### src/rtl/decode_stage_if.sv
// rtl/decode_stage_if.sv - fetch-side instruction stream and execute-side decoded bundle
interface decode_stage_if;
  logic        in_valid;
  logic [31:0] in_data;
  logic        in_ready;
  logic        out_valid;
  logic        out_ready;
  logic [3:0]  out_class;
  logic [3:0]  out_rd;
  logic [3:0]  out_rs1;
  logic [3:0]  out_rs2;
  logic [2:0]  out_funct3;
  logic        out_alt;
  logic [31:0] out_imm;
  logic        out_illegal;

  modport master (
    output in_valid, in_data, out_ready,
    input  in_ready, out_valid, out_class, out_rd, out_rs1, out_rs2,
           out_funct3, out_alt, out_imm, out_illegal
  );

  modport slave (
    input  in_valid, in_data, out_ready,
    output in_ready, out_valid, out_class, out_rd, out_rs1, out_rs2,
           out_funct3, out_alt, out_imm, out_illegal
  );
endinterface

### src/rtl/decode_stage.sv
// rtl/decode_stage.sv - RV32E decode stage with registered 2-entry skid buffer
module decode_stage #(
  parameter int COUNT_WIDTH = 16
) (
  input  logic                   clock,
  input  logic                   reset,
  input  logic                   flush,
  decode_stage_if.slave          bus,
  output logic [COUNT_WIDTH-1:0] illegal_count
);

  typedef struct packed {
    logic [3:0]  cls;
    logic [3:0]  rd;
    logic [3:0]  rs1;
    logic [3:0]  rs2;
    logic [2:0]  funct3;
    logic        alt;
    logic [31:0] imm;
    logic        illegal;
  } bundle_t;

  localparam logic [3:0] CLS_ILLEGAL = 4'd15;

  logic [31:0] w_inst;
  logic [2:0]  w_funct3;
  logic [6:0]  w_funct7;
  logic [31:0] w_imm_i, w_imm_s, w_imm_b, w_imm_u, w_imm_j;
  logic [3:0]  w_cls;
  logic [31:0] w_imm;
  logic        w_use_rd, w_use_rs1, w_use_rs2;
  logic        w_bad;
  bundle_t     w_dec;
  logic        w_accept;
  logic        w_xfer;

  bundle_t              r_out;
  bundle_t              r_skid;
  logic                 r_out_valid;
  logic                 r_skid_valid;
  logic [COUNT_WIDTH-1:0] r_illegal_count;

  assign w_inst   = bus.in_data;
  assign w_funct3 = w_inst[14:12];
  assign w_funct7 = w_inst[31:25];
  assign w_imm_i  = {{20{w_inst[31]}}, w_inst[31:20]};
  assign w_imm_s  = {{20{w_inst[31]}}, w_inst[31:25], w_inst[11:7]};
  assign w_imm_b  = {{19{w_inst[31]}}, w_inst[31], w_inst[7], w_inst[30:25], w_inst[11:8], 1'b0};
  assign w_imm_u  = {w_inst[31:12], 12'h000};
  assign w_imm_j  = {{11{w_inst[31]}}, w_inst[31], w_inst[19:12], w_inst[20], w_inst[30:21], 1'b0};

  always_comb begin
    w_cls     = CLS_ILLEGAL;
    w_imm     = '0;
    w_use_rd  = 1'b0;
    w_use_rs1 = 1'b0;
    w_use_rs2 = 1'b0;
    w_bad     = 1'b0;
    case (w_inst[6:0])
      7'b0010011: begin
        w_cls = 4'd0; w_imm = w_imm_i; w_use_rd = 1'b1; w_use_rs1 = 1'b1;
        if (w_funct3 == 3'd1 && w_funct7 != 7'h00) w_bad = 1'b1;
        if (w_funct3 == 3'd5 && w_funct7 != 7'h00 && w_funct7 != 7'h20) w_bad = 1'b1;
      end
      7'b0110011: begin
        w_cls = 4'd1; w_use_rd = 1'b1; w_use_rs1 = 1'b1; w_use_rs2 = 1'b1;
        if (w_funct7 != 7'h00 && w_funct7 != 7'h20) w_bad = 1'b1;
        if (w_funct7 == 7'h20 && w_funct3 != 3'd0 && w_funct3 != 3'd5) w_bad = 1'b1;
      end
      7'b0110111: begin w_cls = 4'd2; w_imm = w_imm_u; w_use_rd = 1'b1; end
      7'b0010111: begin w_cls = 4'd3; w_imm = w_imm_u; w_use_rd = 1'b1; end
      7'b1101111: begin w_cls = 4'd4; w_imm = w_imm_j; w_use_rd = 1'b1; end
      7'b1100111: begin
        w_cls = 4'd5; w_imm = w_imm_i; w_use_rd = 1'b1; w_use_rs1 = 1'b1;
        if (w_funct3 != 3'd0) w_bad = 1'b1;
      end
      7'b1100011: begin
        w_cls = 4'd6; w_imm = w_imm_b; w_use_rs1 = 1'b1; w_use_rs2 = 1'b1;
        if (w_funct3 == 3'd2 || w_funct3 == 3'd3) w_bad = 1'b1;
      end
      7'b0000011: begin
        w_cls = 4'd7; w_imm = w_imm_i; w_use_rd = 1'b1; w_use_rs1 = 1'b1;
        if (w_funct3 == 3'd3 || w_funct3 == 3'd6 || w_funct3 == 3'd7) w_bad = 1'b1;
      end
      7'b0100011: begin
        w_cls = 4'd8; w_imm = w_imm_s; w_use_rs1 = 1'b1; w_use_rs2 = 1'b1;
        if (w_funct3 > 3'd2) w_bad = 1'b1;
      end
      7'b1110011: begin w_cls = 4'd9; w_imm = w_imm_i; w_use_rd = 1'b1; w_use_rs1 = 1'b1; end
      7'b0001111: w_cls = 4'd10;
      default:    w_bad = 1'b1;
    endcase
    // RV32E has only x0-x15, so bit 4 of any referenced register index is illegal
    if ((w_use_rd && w_inst[11]) || (w_use_rs1 && w_inst[19]) || (w_use_rs2 && w_inst[24]))
      w_bad = 1'b1;
    if (w_inst[1:0] != 2'b11) w_bad = 1'b1;
  end

  always_comb begin
    w_dec = '0;
    if (w_bad) begin
      w_dec.cls     = CLS_ILLEGAL;
      w_dec.illegal = 1'b1;
    end else begin
      w_dec.cls    = w_cls;
      w_dec.rd     = w_use_rd  ? w_inst[10:7]  : 4'd0;
      w_dec.rs1    = w_use_rs1 ? w_inst[18:15] : 4'd0;
      w_dec.rs2    = w_use_rs2 ? w_inst[23:20] : 4'd0;
      w_dec.funct3 = w_funct3;
      w_dec.alt    = (w_cls == 4'd0 || w_cls == 4'd1) ? w_inst[30] : 1'b0;
      w_dec.imm    = w_imm;
    end
  end

  assign w_accept = bus.in_valid && !r_skid_valid && !flush;
  assign w_xfer   = r_out_valid && bus.out_ready;

  always_ff @(posedge clock or negedge reset) begin
    if (!reset) begin
      r_out           <= '0;
      r_skid          <= '0;
      r_out_valid     <= 1'b0;
      r_skid_valid    <= 1'b0;
      r_illegal_count <= '0;
    end else if (flush) begin
      r_out_valid  <= 1'b0;
      r_skid_valid <= 1'b0;
    end else begin
      if (w_xfer) begin
        if (r_skid_valid) begin
          r_out        <= r_skid;
          r_skid_valid <= 1'b0;
        end else begin
          r_out_valid <= 1'b0;
        end
      end
      // accept is impossible while the skid is full, so it never collides with a skid drain
      if (w_accept) begin
        if (!r_out_valid || w_xfer) begin
          r_out       <= w_dec;
          r_out_valid <= 1'b1;
        end else begin
          r_skid       <= w_dec;
          r_skid_valid <= 1'b1;
        end
      end
      if (w_accept && w_dec.illegal && (r_illegal_count != {COUNT_WIDTH{1'b1}}))
        r_illegal_count <= r_illegal_count + 1'b1;
    end
  end

  assign bus.in_ready    = !r_skid_valid;
  assign bus.out_valid   = r_out_valid;
  assign bus.out_class   = r_out.cls;
  assign bus.out_rd      = r_out.rd;
  assign bus.out_rs1     = r_out.rs1;
  assign bus.out_rs2     = r_out.rs2;
  assign bus.out_funct3  = r_out.funct3;
  assign bus.out_alt     = r_out.alt;
  assign bus.out_imm     = r_out.imm;
  assign bus.out_illegal = r_out.illegal;
  assign illegal_count   = r_illegal_count;

endmodule

### src/flat_wrapper.sv
// flat-port wrapper written by rule: the top's interface ports become plain ports
module decode_stage_flat 
#(
  parameter int COUNT_WIDTH = 16
)
  (clock, reset, flush, illegal_count, bus_in_valid, bus_in_data, bus_out_ready, bus_in_ready, bus_out_valid, bus_out_class, bus_out_rd, bus_out_rs1, bus_out_rs2, bus_out_funct3, bus_out_alt, bus_out_imm, bus_out_illegal);
  decode_stage_if bus_i ();
  input  logic clock;
  input  logic reset;
  input  logic flush;
  output logic [COUNT_WIDTH-1:0] illegal_count;
  input wire logic [$bits(bus_i.in_valid)-1:0] bus_in_valid;
  input wire logic [$bits(bus_i.in_data)-1:0] bus_in_data;
  input wire logic [$bits(bus_i.out_ready)-1:0] bus_out_ready;
  output wire logic [$bits(bus_i.in_ready)-1:0] bus_in_ready;
  output wire logic [$bits(bus_i.out_valid)-1:0] bus_out_valid;
  output wire logic [$bits(bus_i.out_class)-1:0] bus_out_class;
  output wire logic [$bits(bus_i.out_rd)-1:0] bus_out_rd;
  output wire logic [$bits(bus_i.out_rs1)-1:0] bus_out_rs1;
  output wire logic [$bits(bus_i.out_rs2)-1:0] bus_out_rs2;
  output wire logic [$bits(bus_i.out_funct3)-1:0] bus_out_funct3;
  output wire logic [$bits(bus_i.out_alt)-1:0] bus_out_alt;
  output wire logic [$bits(bus_i.out_imm)-1:0] bus_out_imm;
  output wire logic [$bits(bus_i.out_illegal)-1:0] bus_out_illegal;
  assign bus_i.in_valid = bus_in_valid;
  assign bus_i.in_data = bus_in_data;
  assign bus_i.out_ready = bus_out_ready;
  assign bus_in_ready = bus_i.in_ready;
  assign bus_out_valid = bus_i.out_valid;
  assign bus_out_class = bus_i.out_class;
  assign bus_out_rd = bus_i.out_rd;
  assign bus_out_rs1 = bus_i.out_rs1;
  assign bus_out_rs2 = bus_i.out_rs2;
  assign bus_out_funct3 = bus_i.out_funct3;
  assign bus_out_alt = bus_i.out_alt;
  assign bus_out_imm = bus_i.out_imm;
  assign bus_out_illegal = bus_i.out_illegal;
  decode_stage #(.COUNT_WIDTH(COUNT_WIDTH)) u_core (.clock(clock), .reset(reset), .flush(flush), .bus(bus_i), .illegal_count(illegal_count));
endmodule
### config.mk
export PLATFORM = sky130hd
export DESIGN_NAME = decode_stage_flat
export DESIGN_NICKNAME = d
export VERILOG_FILES = /design/src/rtl/decode_stage_if.sv /design/src/rtl/decode_stage.sv /design/src/flat_wrapper.sv
export SDC_FILE = /design/constraint.sdc
export NUM_CORES = 1
export LEC_CHECK = 0
export BUFFER_PORTS_ARGS = -buffer_cell sky130_fd_sc_hd__buf_2
export CAP_MARGIN = 20
export CORE_ASPECT_RATIO = 0.8
export CORE_MARGIN = 8
export CORE_UTILIZATION = 56
export DETAILED_ROUTE_END_ITERATION = 8
export PLACE_DENSITY = 0.8
export SETUP_SLACK_MARGIN = 0.2
export SLEW_MARGIN = 10
export SYNTH_ARGS = -nofsm -noshare
export SYNTH_HDL_FRONTEND = slang
export SYNTH_SLANG_ARGS = --single-unit
### constraint.sdc
create_clock -name clock -period 2.2 [get_ports clock]
set_input_delay 0.33 -clock clock [delete_from_list [all_inputs] [get_ports clock]]
set_output_delay 0.33 -clock clock [all_outputs]
set_load 0.1 [all_outputs]
# == Word-level counts from Yosys, hierarchy flattened ==
# Cells that the tools add are included.
# totals
regBits,124
word_cells,117
input_bits,37
# op_classes
bitwise,2
n_reduce_logical,35
add_sub_neg,1
n_eq_ne,23
n_mux,36
n_lt_le_gt_ge,1
# ops
operator,n
two-way mux 53 bit,4
case mux 32 bit (5 select lines),1
two-way mux 48 bit,1
case mux 4 bit (11 select lines),1
== test 7 x 6 -> 1 bit (second input constant),4
== test 7 bit (second input constant),4
two-way mux 1 bit,24
adder 16 x 1 -> 16 bit (second input constant),1
two-way mux 4 bit,4
inequality test 16 bit (second input constant),1
== test 7 x 5 -> 1 bit (second input constant),2
logical AND 1 bit,14
== test 3 bit (second input constant),3
OR reduction 8 bit,1
== test 7 x 2 -> 1 bit (second input constant),1
== test 7 x 4 -> 1 bit (second input constant),1
logical OR 1 bit,7
inequality test 7 x 6 -> 1 bit (second input constant),1
case mux 1 bit (7 select lines),1
nonzero test 7 bit,1
OR reduction 7 bit,1
== test 3 x 2 -> 1 bit (second input constant),2
OR reduction 5 bit,1
== test 4 x 1 -> 1 bit (second input constant),1
13 further kinds,16

# == Longest topological paths before layout ==
# Gate-level depths: netlist of the first run.
# depth
depth_word,12
mapped_depth,10

# == Worst setup path before layout of the first run ==
# OpenSTA, ideal clock, no wires.
# synth_path
kind,reg2reg
startpoint,reg u_core.r_skid_valid
endpoint,"reg u_core.r_out, in the netlist u_core.bus.out_funct3[0]"
path_stages_with_launch,9
arrival_time_ns,2.399
n_path_buf,3
setup_slack_ns,-0.334
period_less_slack_ns,2.534
path_cell_list,dfrtp_1 > inv_1 > nor2_1 > or4_1 > clkbuf_1 > clkbuf_1 > clkbuf_1 > a22oi_1 > o21ai_0
# synth_between
elab_chain_len,4
word_cells_on_any_way,7
# synth_rtl
element,line_no,source
"start, declared",decode_stage.sv:40,logic r_skid_valid;
"start signal, assigned",decode_stage.sv:123,r_skid_valid <= 1'b0;
"start signal, assigned",decode_stage.sv:127,r_skid_valid <= 1'b0;
"start signal, assigned",decode_stage.sv:132,r_skid_valid <= 1'b0;
logical NOT 1 bit,--,
named net bus_in_ready,flat_wrapper.sv:15,output wire logic [$bits(bus_i.in_ready)-1:0] bus_in_ready;
logical AND 1 bit (2 in a row),decode_stage.sv:115,assign w_accept = bus.in_valid && !r_skid_valid && !flush;
two-way mux 53 bit,decode_stage.sv:138,if (w_accept) begin
"end signal, assigned",decode_stage.sv:131,r_out <= r_skid;
"end signal, assigned",decode_stage.sv:140,r_out <= w_dec;
"end, declared",decode_stage.sv:37,bundle_t r_out;
# The timed path passes the listed nets, and every way through them passes these cells.
# A chain may end at the register's enable or synchronous reset.

# == Worst setup path after layout of the first run ==
# layout_path
startpoint,in bus_in_data[26]
endpoint,"reg u_core.r_out, in the netlist u_core.bus.out_imm[31]"
# layout_between
elab_chain_len,10
word_cells_on_any_way,19
# layout_rtl
element,line_no,source
"start, declared",flat_wrapper.sv:13,input wire logic [$bits(bus_i.in_data)-1:0] bus_in_data;
"inequality test 7 x 6 -> 1 bit, or another cell as far along","decode_stage.sv:63, decode_stage.sv:67",
"logical AND 1 bit, on equally long branches",--,
"two-way mux 1 bit, or another cell as far along",decode_stage.sv:67,if (w_funct7 != 7'h00 && w_funct7 != 7'h20) w_bad = 1'b1;
"two-way mux 1 bit, on equally long branches","decode_stage.sv:68, decode_stage.sv:63",
case mux 1 bit (7 select lines) (*),decode_stage.sv:59,case (w_inst[6:0])
two-way mux 1 bit (*),decode_stage.sv:94,if ((w_use_rd && w_inst[11]) || (w_use_rs1 && w_inst[19]) || (w_use_rs2 && w_inst[24]))
two-way mux 1 bit (*),decode_stage.sv:96,if (w_inst[1:0] != 2'b11) w_bad = 1'b1;
two-way mux 48 bit (*),decode_stage.sv:101,if (w_bad) begin
two-way mux 53 bit (*),decode_stage.sv:139,if (!r_out_valid || w_xfer) begin
two-way mux 53 bit (*),decode_stage.sv:138,
# Mark *: on every way between the ends. The rest lies on a longest branch, timed or not.

==> results of run 1 <==
## stage by stage
step,setup slack [ps],cells
after CTS,199,915
after detailed placement,-324,881
after floorplan,-87.7,615
after global routing,118,917
final,194,917
after global placement,-243,881
## routing by layer
layer | routed length (um) | share of wire (%) | global-route usage, % | up-vias
met2 | 8730 | 47 | 40.0 | 267
met4 | 227 | 1.2 | 7.20 | 0
met1 | 8210 | 44 | 34.4 | 2798
met5 | 0 | 0 | 0 | -
met3 | 1590 | 8.5 | 7.97 | 26
li1 | - | - | - | 2543
## area by class of cell
cell class              count  area (um^2)  share of cell area (%)
multi-input cells         429         2750                    34.8
flip-flops and latches    124         3140                    39.8
repair buffers            177         1170                    14.8
well taps                 140          175                    2.22
inverters                  15         60.1                   0.760
clock inverters            11          134                    1.69
clock buffers              21          470                    5.95
## sequential cells by signal (all words and copies together) (netlist names)
name / count
u_core.r_skid: 53
u_core.bus.out_imm: 32
u_core.bus.out_funct3: 3
u_core.bus.out_illegal: 1
u_core.bus.out_class: 4
u_core.bus.out_valid: 1
u_core.r_skid_valid: 1
u_core.illegal_count: 16
u_core.bus.out_alt: 1
u_core.bus.out_rd: 4
u_core.bus.out_rs1: 4
u_core.bus.out_rs2: 4
## synthesized netlist by cell type (6+ instances only)
master | n | share of area, %
a21oi_1 | 35 | 2.9
a22oi_1 | 51 | 6.4
and3_1 | 9 | 0.94
clkbuf_1 | 33 | 2.1
dfrtp_1 | 124 | 52
inv_1 | 15 | 0.94
nand2_1 | 92 | 5.8
nand3_1 | 18 | 1.5
nand4_1 | 10 | 1.0
nor2_1 | 23 | 1.4
nor3_1 | 10 | 0.83
o21ai_0 | 57 | 4.8
o22ai_1 | 6 | 0.63
o31ai_1 | 7 | 0.88
o31ai_2 | 26 | 5.4
xnor2_1 | 11 | 1.6
xor2_1 | 6 | 0.88
## layout by cell type (no fill, tap or decap), types with 3 or more instances in the layout
cell type / netlist / final
o31ai_2: 26 / 27
inv_1: 15 / 14
dfrtp_4: 0 / 8
o21ai_2: 0 / 5
nor4_1: 4 / 3
nand4_1: 10 / 10
buf_6: 4 / 3
clkbuf_8: 0 / 3
nand3b_1: 4 / 4
clkinv_4: 0 / 4
inv_6: 0 / 3
o22ai_1: 6 / 6
buf_2: 5 / 104
clkbuf_16: 0 / 17
nor3_1: 10 / 8
buf_12: 0 / 7
buf_4: 2 / 62
dfrtp_1: 124 / 109
nand2_1: 92 / 86
nand2b_1: 3 / 3
a21o_1: 5 / 5
a22oi_1: 51 / 51
o21ai_1: 5 / 45
nor2_1: 23 / 21
xor2_1: 6 / 6
xnor2_1: 11 / 11
nor2b_1: 3 / 3
a21oi_1: 35 / 35
dfrtp_2: 0 / 7
a22o_1: 5 / 5
nand3_1: 18 / 14
o21ai_0: 57 / 12
nand3_2: 0 / 3
nand2_2: 0 / 5
and3_1: 9 / 8
o31ai_1: 7 / 6
a31oi_1: 5 / 5
## worst register-to-register path, delay by kind of cell, from the launching register on
kind,cells,cell delay [ps]
DFF,1,500
xor gates and xnor gates,1,150
buffers and inverters,1,70
and+or+nand+nor,5,880
adders and majority gates,1,200
## power groups by stage
stage / sequential, W / clock, W / combinational, W
5_1_grt: 0.00250 / 0.00295 / 0.00116
4_1_cts: 0.00248 / 0.00285 / 0.00109
3_5_place_dp: 0.00252 / 0 / 0.00108
2_1_floorplan: 0.00295 / 0 / 0.000307
6_report: 0.00248 / 0.00284 / 0.00110
3_3_place_gp: 0.00251 / 0 / 0.00107
## cells by family (layout without fill, tap and decap cells)
kind of cell | Yosys count | after routing
simple gates | 195 | 195
compound gates | 215 | 215
mux | 1 | 1
fa+ha+maj | 1 | 1
xor+xnor | 17 | 17
buf+inv | 62 | 224
flops | 124 | 124
## how the worst max path moves through the flow
stage          cells past startpoint             from  slack [ps]                                   to
6_report                          10  bus_in_data[26]         190   u_core.bus.out_imm[31]$_DFFE_PN0N_
5_1_grt                           10  bus_in_data[26]         120   u_core.bus.out_imm[31]$_DFFE_PN0N_
4_1_cts                           10  bus_in_data[26]         200   u_core.bus.out_imm[31]$_DFFE_PN0N_
3_5_place_dp                       8   bus_in_data[6]        -320         u_core.r_skid[1]$_DFFE_PN0P_
3_3_place_gp                       8  bus_in_data[26]        -240        u_core.r_skid[33]$_DFFE_PN0P_
2_1_floorplan                      9  bus_in_data[12]         -90  u_core.illegal_count[1]$_DFFE_PN0P_
## timing repair
| item | 4_1_cts | 5_1_grt |
|---|---|---|
| setup buffers | 1 | 2 |
| hold buffers | 1 | 0 |
| pin swaps | 3 | 9 |
| endpoints found under the hold margin | 38 | 0 |
| resized for setup | 20 | 20 |
| endpoints found under the setup margin | 70 | 78 |
==> flow_metrics.tcl, run 1 <==
set metrics [dict create \
    run_status "finished, final reports clean" \
    ff2ff_setup_slack_ps 300 \
    yosysUniqueCellTypes 56 \
    p_sw_share_pct 30.9 \
    yosys_warnings 0 \
    muxShareOfSynthArea_pct 0.188 \
    synth_compound_gate_area_share_pct 25.1 \
    critical_path_required_ps 2530 \
    share_comb_of_total_power_pct 17.1 \
    timing.critical_path.fanout_max 30 \
    critPathKind "input port to register" \
    hold_path_depth 2 \
    synth_top_family_by_area "compound AO/OA/AOI/OAI gates" \
    worstReg2RegStart "u_core.illegal_count[0]$_DFFE_PN0P_" \
    hold_path.startpoint "bus_in_data[10]" \
    place_congestion 0.922 \
    max_slew_margin_pct 58.1 \
    setup_viol 0 \
    maxSlewViolCount 0 \
    final.period_utilization_pct 91.2 \
    max_cap_viol_count 0 \
    synth_adder_area_share_pct 0.208 \
    io_pins 108 \
    cts.clk_slew.worst_paths_ps 60 \
    sequentialPowerShare_pct 38.7 \
    drc_violations_left 0 \
    wirelength_um 18800 \
    p_int_w 0.00444 \
    rr_worst_depth 8 \
    cp-end-kind "register" \
    clock_latency_ps 410 \
    chipWidth_um 132 \
    final.setup.tns_ps 0 \
    cts_sinks 124 \
    postSynthRegisterBits 124 \
    start_util_pct 57.9 \
    irDropWorstVdd_mv 0.560 \
    clock.fmax_mhz 499 \
    vias_in_the_first_global_route 5517 \
    floorplan.die_area_mm2 0.0143 \
    post_synth_inst_count 615 \
    grt.total_usage_pct 25.7 \
    timing.critical_path.slowest_stage_cell "or4_4" \
    yosysSeqAreaShare_pct 51.7 \
    async_flop_share_pct 100 \
    core.rowCount 33 \
    synth_enable_flop_cells 0 \
    reg2reg_to "u_core.illegal_count[8]$_DFFE_PN0P_" \
    worst_hold_path.endpoint "u_core.bus.out_rd[3]$_DFFE_PN0N_" \
    finish.net_count 802 \
    worst_path_dominant_cell_family "simple AND/OR/NAND/NOR gates" \
    total_leakage_power_nw 3.70 \
    power.net_switching_w 0.00198 \
    power-per-cell-area_mw_per_mm2 813 \
    syn2layout_area_growth_pct 31.6 \
    min_path_type "input port to register" \
    root_buffer "clkbuf_16" \
    clkPwrFrac_pct 44.2 \
    arrival_time_of_data_at_the_critical_path_endpoint_ps 2340 \
    tightestPinTransition_ps 623 \
    grt_pass1_wl_um 29400 \
    grt_start_max_net_pins 81 \
    antenna_fix_cells 0 \
    finalWorstPathRequiredPeriod_ps 2010 \
    cts.path.max_buffers 2 \
    place_area_mm2 0.00719 \
    final_core_utilization_pct 76.3 \
    dr.pass1.iters 7 \
    finalInstanceArea_mm2 0.00790 \
    crit_buf_inv 4 \
    initial_antenna_violation_count 0 \
    chipHeight_um 109 \
    cts_tree "yes" \
    h-tree-depth 4 \
    detailedPlacementHpwl_um 12700 \
    num-fill-cells 714 \
    post_synthesis_instance_area_mm2 0.00600 \
    worst_hold_margin_ps 162 \
    startpoint_type "input port" \
    via_per_inst 6.14 \
    synth_fp_nets 653 \
    synth_xor_xnor_area_share_pct 2.48 \
    synthesis.area_per_instance_um2 9.76 \
    post_route_cells_drive_above_1_share_pct 36.6 \
    critPathMaxStageDelay_ps 540 \
    first_iter_violations 567 \
    detail_route.wl_per_cell_um 20.4 \
    rsz0062_at_grt "true" \
    port_buffers 107 \
    ant_nets 0 \
    overflow 0 \
    finalClockSkew_ps 7.62 \
    core_area_mm2 0.0104 \
    total_power_w 0.00642 \
    final-hold-violation-count 0 \
    num_vias 5634 \
    synthFlopType "dfrtp_1" \
    numCtsBuffers 17 \
    cp_cell_sequence "buf_2, nor4_2, buf_4, a311oi_1, or4_4, buf_6, nor2_4, nand3_2, buf_12, o21ai_0" \
    synth_simple_gate_area_share_pct 15.7 \
]
(Power assumes the default switching activity.)
==> inputs of run 2 (changes only) <==
--- a/config.mk
+++ b/config.mk
@@ -8,7 +8,7 @@
 export BUFFER_PORTS_ARGS = -buffer_cell sky130_fd_sc_hd__buf_2
 export CAP_MARGIN = 20
 export CORE_ASPECT_RATIO = 0.8
-export CORE_MARGIN = 8
+export CORE_MARGIN = 2
 export CORE_UTILIZATION = 56
 export DETAILED_ROUTE_END_ITERATION = 8
 export PLACE_DENSITY = 0.8
==> constraint.sdc (replaced) <==
create_clock -name clock -period 2.2 [get_ports clock]
set_input_delay 0.55 -clock clock [delete_from_list [all_inputs] [get_ports clock]]
set_output_delay 0.55 -clock clock [all_outputs]
set_load 0.1 [all_outputs]
==> run 2 against run 1 <==
Against the previous run:
- the flow now finishes with violations (negative setup slack)
- register-to-register slack got worse by 200 ps
- sequential share of layout area down 3.9 points
- first-iteration DRC count grew 41%
- worst hold slack better by 240 ps
- utilization grew 7.4 points
- sequential power is essentially flat
- clock skew down 1.5 ps
- routed wire length up 12%
- final area up 9.7%
- non-clock buffer count increased by 27
- critical path type unchanged
- largest power group unchanged
==> flow_metrics.tcl, run 2 (synthesized netlist as in run 1, its figures left out) <==
set metrics [dict create \
    clock.fmax_mhz 444 \
    finalInstanceArea_mm2 0.00867 \
    failing_checks "negative setup slack" \
    largest_register_ffs 53 \
    finish.net_count 829 \
    cts.clk_slew.worst_paths_ps 60 \
    ff2ff_setup_slack_ps 100 \
    cp_cell_sequence "buf_8, nor4_4, buf_4, a311oi_2, or4_4, buf_6, nor2_4, buf_4, nand3_2, buf_12, o21ai_1" \
    critPathKind "input port to register" \
    num_vias 6071 \
    cts.path.max_buffers 2 \
    ant_nets 0 \
    max_cap_viol_count 0 \
    run_status "finished with violations" \
    power-per-cell-area_mw_per_mm2 720 \
    place_area_mm2 0.00728 \
    hold_path.startpoint "bus_in_data[8]" \
    via_per_inst 6.43 \
    mostFrequentLayoutCell "dfrtp_1" \
    crit_path_frequent_cell "buf_4" \
    drc_violations_left 0 \
    first_iter_violations 799 \
    arrival_time_of_data_at_the_critical_path_endpoint_ps 2580 \
    finalWorstPathRequiredPeriod_ps 2250 \
    gr-usage-met1_pct 47.8 \
    grt_start_max_net_pins 81 \
    final.setup.worst_slack_ps -52.1 \
    total_power_w 0.00624 \
    overflow 0 \
    min_path_type "input port to register" \
    grt_pass1_wl_um 31200 \
    post_route_cells_drive_above_1_share_pct 42.4 \
    initial_antenna_violation_count 0 \
    vias_in_the_first_global_route 5865 \
    pre_cts_slack_ps -524 \
    syn2layout_area_growth_pct 44.4 \
    chipWidth_um 120 \
    launch_point_of_the_critical_path "bus_in_data[26]" \
    root_buffer "clkbuf_16" \
    floorplan.die_area_mm2 0.0116 \
    grt-busiest-layer "met2" \
    tightestPinTransition_ps 587 \
    max_slew_margin_pct 60.5 \
    port_buffers 107 \
    chipHeight_um 96.6 \
    final.period_utilization_pct 102 \
    cts_sinks 124 \
    groute.layer.met3.usage_pct 6.78 \
    io_pins 108 \
    register_ranked_first_by_flip_flop_count "u_core.r_skid" \
    critPathMaxStageDelay_ps 540 \
    rsz0062_at_grt "true" \
    worstReg2RegStart "u_core.illegal_count[6]$_DFFE_PN0P_" \
    startpoint_type "input port" \
    wirelength_um 21000 \
    maxSlewViolCount 0 \
    place_congestion 0.900 \
    start_util_pct 57.9 \
    dr.pass1.iters 5 \
    final_core_utilization_pct 83.6 \
    clock_latency_ps 410 \
    detail_route.wl_per_cell_um 22.3 \
    layout.cells.most_common_list "119 x dfrtp_1, 101 x buf_2, 83 x nand2_1, 75 x buf_4, 49 x a22oi_1" \
    antenna_fix_cells 0 \
    final-hold-violation-count 0 \
    grt.total_usage_pct 34.7 \
    final.setup.tns_ps -572 \
    setup_viol 31 \
    cp-end-kind "register" \
    core_area_mm2 0.0104 \
    total_leakage_power_nw 3.99 \
    h-tree-depth 4 \
    core.rowCount 33 \
    critical_path_required_ps 2530 \
    irDropWorstVdd_mv 0.915 \
    cts_tree "yes" \
    timing.critical_path.fanout_max 30 \
    finalClockSkew_ps 6.15 \
    detailedPlacementHpwl_um 12300 \
    numCtsBuffers 17 \
    groute.layer.met2.usage_pct 54.6 \
    timing.critical_path.slowest_stage_cell "or4_4" \
]
-- run 2: what timing repair did --
action,in CTS,in global routing
hold buffers,1,0
buffers inserted,9,2
resized for setup,58,64
gates cloned,4,1
pin swaps,25,20
setup endpoints to repair,122,123
hold endpoints to repair,7,0
-- run 2: power by group --
group | switching, W | internal, W
logic | 0.000875 | 0.000317
clock network | 0.00108 | 0.00150
registers | 0.0000894 | 0.00237
total | 0.00205 | 0.00420
-- run 2: layer usage --
layer | share of wire (%) | wire length (um)
met5 | 0 | 0
met4 | 3.3 | 691
met3 | 9.0 | 1890
met2 | 47 | 9930
met1 | 41 | 8530
-- run 2: metrics by stage --
stage	cells	hold slack, ps
floorplan	615	254
global placement	895	431
detailed placement	895	439
CTS	941	382
global route	944	391
finish	944	398
-- run 2: final timing paths --
kind                            cells past startpoint                                    to
worst min-delay path                                2      u_core.bus.out_rd[1]$_DFFE_PN0N_
worst min register to register                      1  u_core.illegal_count[11]$_DFFE_PN0P_
min in group asynchronous                           2     u_core.bus.out_imm[6]$_DFFE_PN0N_
max in group asynchronous                           3         u_core.r_skid[17]$_DFFE_PN0P_
worst max-delay path                               11    u_core.bus.out_imm[17]$_DFFE_PN0N_
worst max register to register                      6   u_core.illegal_count[1]$_DFFE_PN0P_
-- run 2: final cells by class --
type	instances	area, um^2
repair buffers	204	1520
clock inverters	12	88.8
clock buffers	20	457
fillers	542	1700
multi-input cells	429	3250
inverters	15	60.1
well taps	140	175
flip-flops and latches	124	3110
-- run 2: worst max-delay path, delay by kind of cell --
| kind | cells | cell delay (ps) |
|---|---|---|
| and+or+nand+nor | 4 | 1010 |
| buffers and inverters | 5 | 740 |
| AOI/OAI and AO/OA | 2 | 260 |
==> inputs of run 3 (changes only) <==
==> constraint.sdc (replaced) <==
create_clock -name clock -period 2.5 [get_ports clock]
set_input_delay 0.625 -clock clock [delete_from_list [all_inputs] [get_ports clock]]
set_output_delay 0.625 -clock clock [all_outputs]
set_load 0.1 [all_outputs]
==> run 3 against run 2 <==
Against the previous run:
- the flow now finishes without violations
- critical path depth decreased by 1
- clock-buffer cell count fell by 1
- flip-flop and latch count unchanged
- clock skew is 0.74 ps lower
- final area down 8.4%
- power shrank 11%
- die area stayed put
- clock power is 6% lower
- sequential share of layout area up 3.3 points
- critical endpoint is now u_core.bus.out_imm[26]$_DFFE_PN0N_
- highest routed layer unchanged
==> flow_metrics.tcl, run 3 (synthesized netlist as in run 1, its figures left out) <==
set metrics [dict create \
    start_util_pct 57.9 \
    rsz0062_at_grt "true" \
    antenna_fix_cells 0 \
    cts.clk_slew.worst_paths_ps 60 \
    cts_sinks 124 \
    grt_pass1_wl_um 29400 \
    endpoint "u_core.bus.out_imm[26]$_DFFE_PN0N_" \
    power.net_switching_w 0.00172 \
    clock_latency_ps 410 \
    max_cap_viol_count 0 \
    syn2layout_area_growth_pct 32.2 \
    setup_viol 0 \
    finalClockSkew_ps 5.41 \
    floorplan.die_area_mm2 0.0116 \
    root_buffer "clkbuf_16" \
    initial_antenna_violation_count 0 \
    detailedPlacementHpwl_um 12400 \
    chipWidth_um 120 \
    tightestPinTransition_ps 595 \
    timing.critical_path.fanout_max 21 \
    io_pins 108 \
    grt_start_max_net_pins 81 \
    h-tree-depth 4 \
    startpoint_type "input port" \
    num_vias 5688 \
    layout.cells.most_common_list "117 x dfrtp_1, 104 x buf_2, 85 x nand2_1, 53 x buf_4, 51 x a22oi_1" \
    detail_route.wl_per_cell_um 20.3 \
    reg2reg_to "u_core.illegal_count[8]$_DFFE_PN0P_" \
    total_leakage_power_nw 3.73 \
    first_iter_violations 594 \
    core.rowCount 33 \
    via_per_inst 6.22 \
    vias_in_the_first_global_route 5610 \
    ant_nets 0 \
    finalWorstPathRequiredPeriod_ps 2410 \
    final.setup.tns_ps 0 \
    arrival_time_of_data_at_the_critical_path_endpoint_ps 2740 \
    ff2ff_setup_slack_ps 480 \
    place_area_mm2 0.00716 \
    worstReg2RegStart "u_core.illegal_count[6]$_DFFE_PN0P_" \
    dr.pass1.iters 5 \
    num-fill-cells 720 \
    min_path_type "input port to asynchronous set/reset pin" \
    critPathKind "input port to register" \
    port_buffers 107 \
    cp-end-kind "register" \
    finalInstanceArea_mm2 0.00794 \
    drc_violations_left 0 \
    p_int_w 0.00385 \
    critical_path_required_ps 2830 \
    wirelength_um 18600 \
    largest_register_ffs 53 \
    clkPwrFrac_pct 43.8 \
    final-hold-violation-count 0 \
    overflow 0 \
    clock.fmax_mhz 416 \
    rr_worst_depth 8 \
    maxSlewViolCount 0 \
    sequentialPowerShare_pct 38.9 \
    finish.net_count 799 \
    p_sw_share_pct 30.9 \
    power-per-cell-area_mw_per_mm2 702 \
    numCtsBuffers 17 \
    final.period_utilization_pct 96.2 \
    cts_tree "yes" \
    run_status "finished, final reports clean" \
    cts.path.max_buffers 2 \
    irDropWorstVdd_mv 0.606 \
    launch_point_of_the_critical_path "bus_in_data[27]" \
    chipHeight_um 96.6 \
    share_comb_of_total_power_pct 17.3 \
    register_ranked_first_by_flip_flop_count "u_core.r_skid" \
    post_route_cells_drive_above_1_share_pct 35.7 \
    max_slew_margin_pct 60.4 \
    mostFrequentLayoutCell "dfrtp_1" \
    core_area_mm2 0.0104 \
    place_congestion 0.949 \
    grt.total_usage_pct 32.5 \
]
-- run 3: power groups by stage --
stage,logic [W],clock network [W],registers [W]
after floorplan,0.000266,0,0.00258
after CTS,0.000948,0.00247,0.00216
after global routing,0.00101,0.00258,0.00217
after global placement,0.000925,0,0.00219
after detailed placement,0.000941,0,0.00220
final,0.000967,0.00244,0.00217
-- run 3: layer usage --
metal	vias to the layer above	global-route usage (%)	wire length, um
li1	2533	-	-
met1	2806	44.9	7790
met2	310	51.7	9060
met3	39	8.08	1380
met4	0	8.42	318
met5	-	0	0
-- run 3: cell type report --
type,instances,area [um^2],area share (%)
clock buffer,19,453,5.71
clock inverter,13,141,1.78
inverter,15,60.1,0.757
multi-input combinational,429,2800,35.3
sequential,124,3110,39.2
tap,140,175,2.21
timing repair buffer,174,1200,15.1
-- run 3: through the flow --
| step | setup WS, ps | instances | util, % | power [W] | hold slack [ps] |
|---|---|---|---|---|---|
| 6_report | 94.7 | 914 | 76.6 | 0.00557 | 188 |
| 5_1_grt | 59.3 | 914 | 76.6 | 0.00577 | 228 |
| 4_1_cts | 194 | 913 | 75.2 | 0.00559 | 215 |
| 3_5_place_dp | -310 | 880 | 69.0 | 0.00314 | 470 |
| 3_3_place_gp | -246 | 880 | 69.0 | 0.00312 | 459 |
| 2_1_floorplan | -83.3 | 615 | - | 0.00284 | 329 |
-- run 3: how the worst min path moves through the flow --
stage                                     end  slack [ps]  cells after the start
3_3_place_gp     u_core.r_skid[6]$_DFFE_PN0P_         460                      2
2_1_floorplan  u_core.bus.out_alt$_DFFE_PN0N_         330                      0
6_report        u_core.r_skid[10]$_DFFE_PN0P_         190                      1
3_5_place_dp    u_core.r_skid[11]$_DFFE_PN0P_         470                      2
5_1_grt         u_core.r_skid[10]$_DFFE_PN0P_         230                      1
4_1_cts         u_core.r_skid[10]$_DFFE_PN0P_         220                      1
-- run 3: worst max-delay path: stages --
cell and delay, ps:
buf_8 100, nor4_4 280, buf_4 180, a311oi_2 100, or4_4 570, buf_6 140, nor2_4 230, nand3_4 150
buf_12 190, o21ai_1 140
-- run 3: repair_timing --
action,in CTS,in global routing
buffers inserted,1,1
resized for setup,6,31
endpoints found under the setup margin,24,77
pin swaps,1,10
endpoints found under the hold margin,0,0
hold buffers,0,0
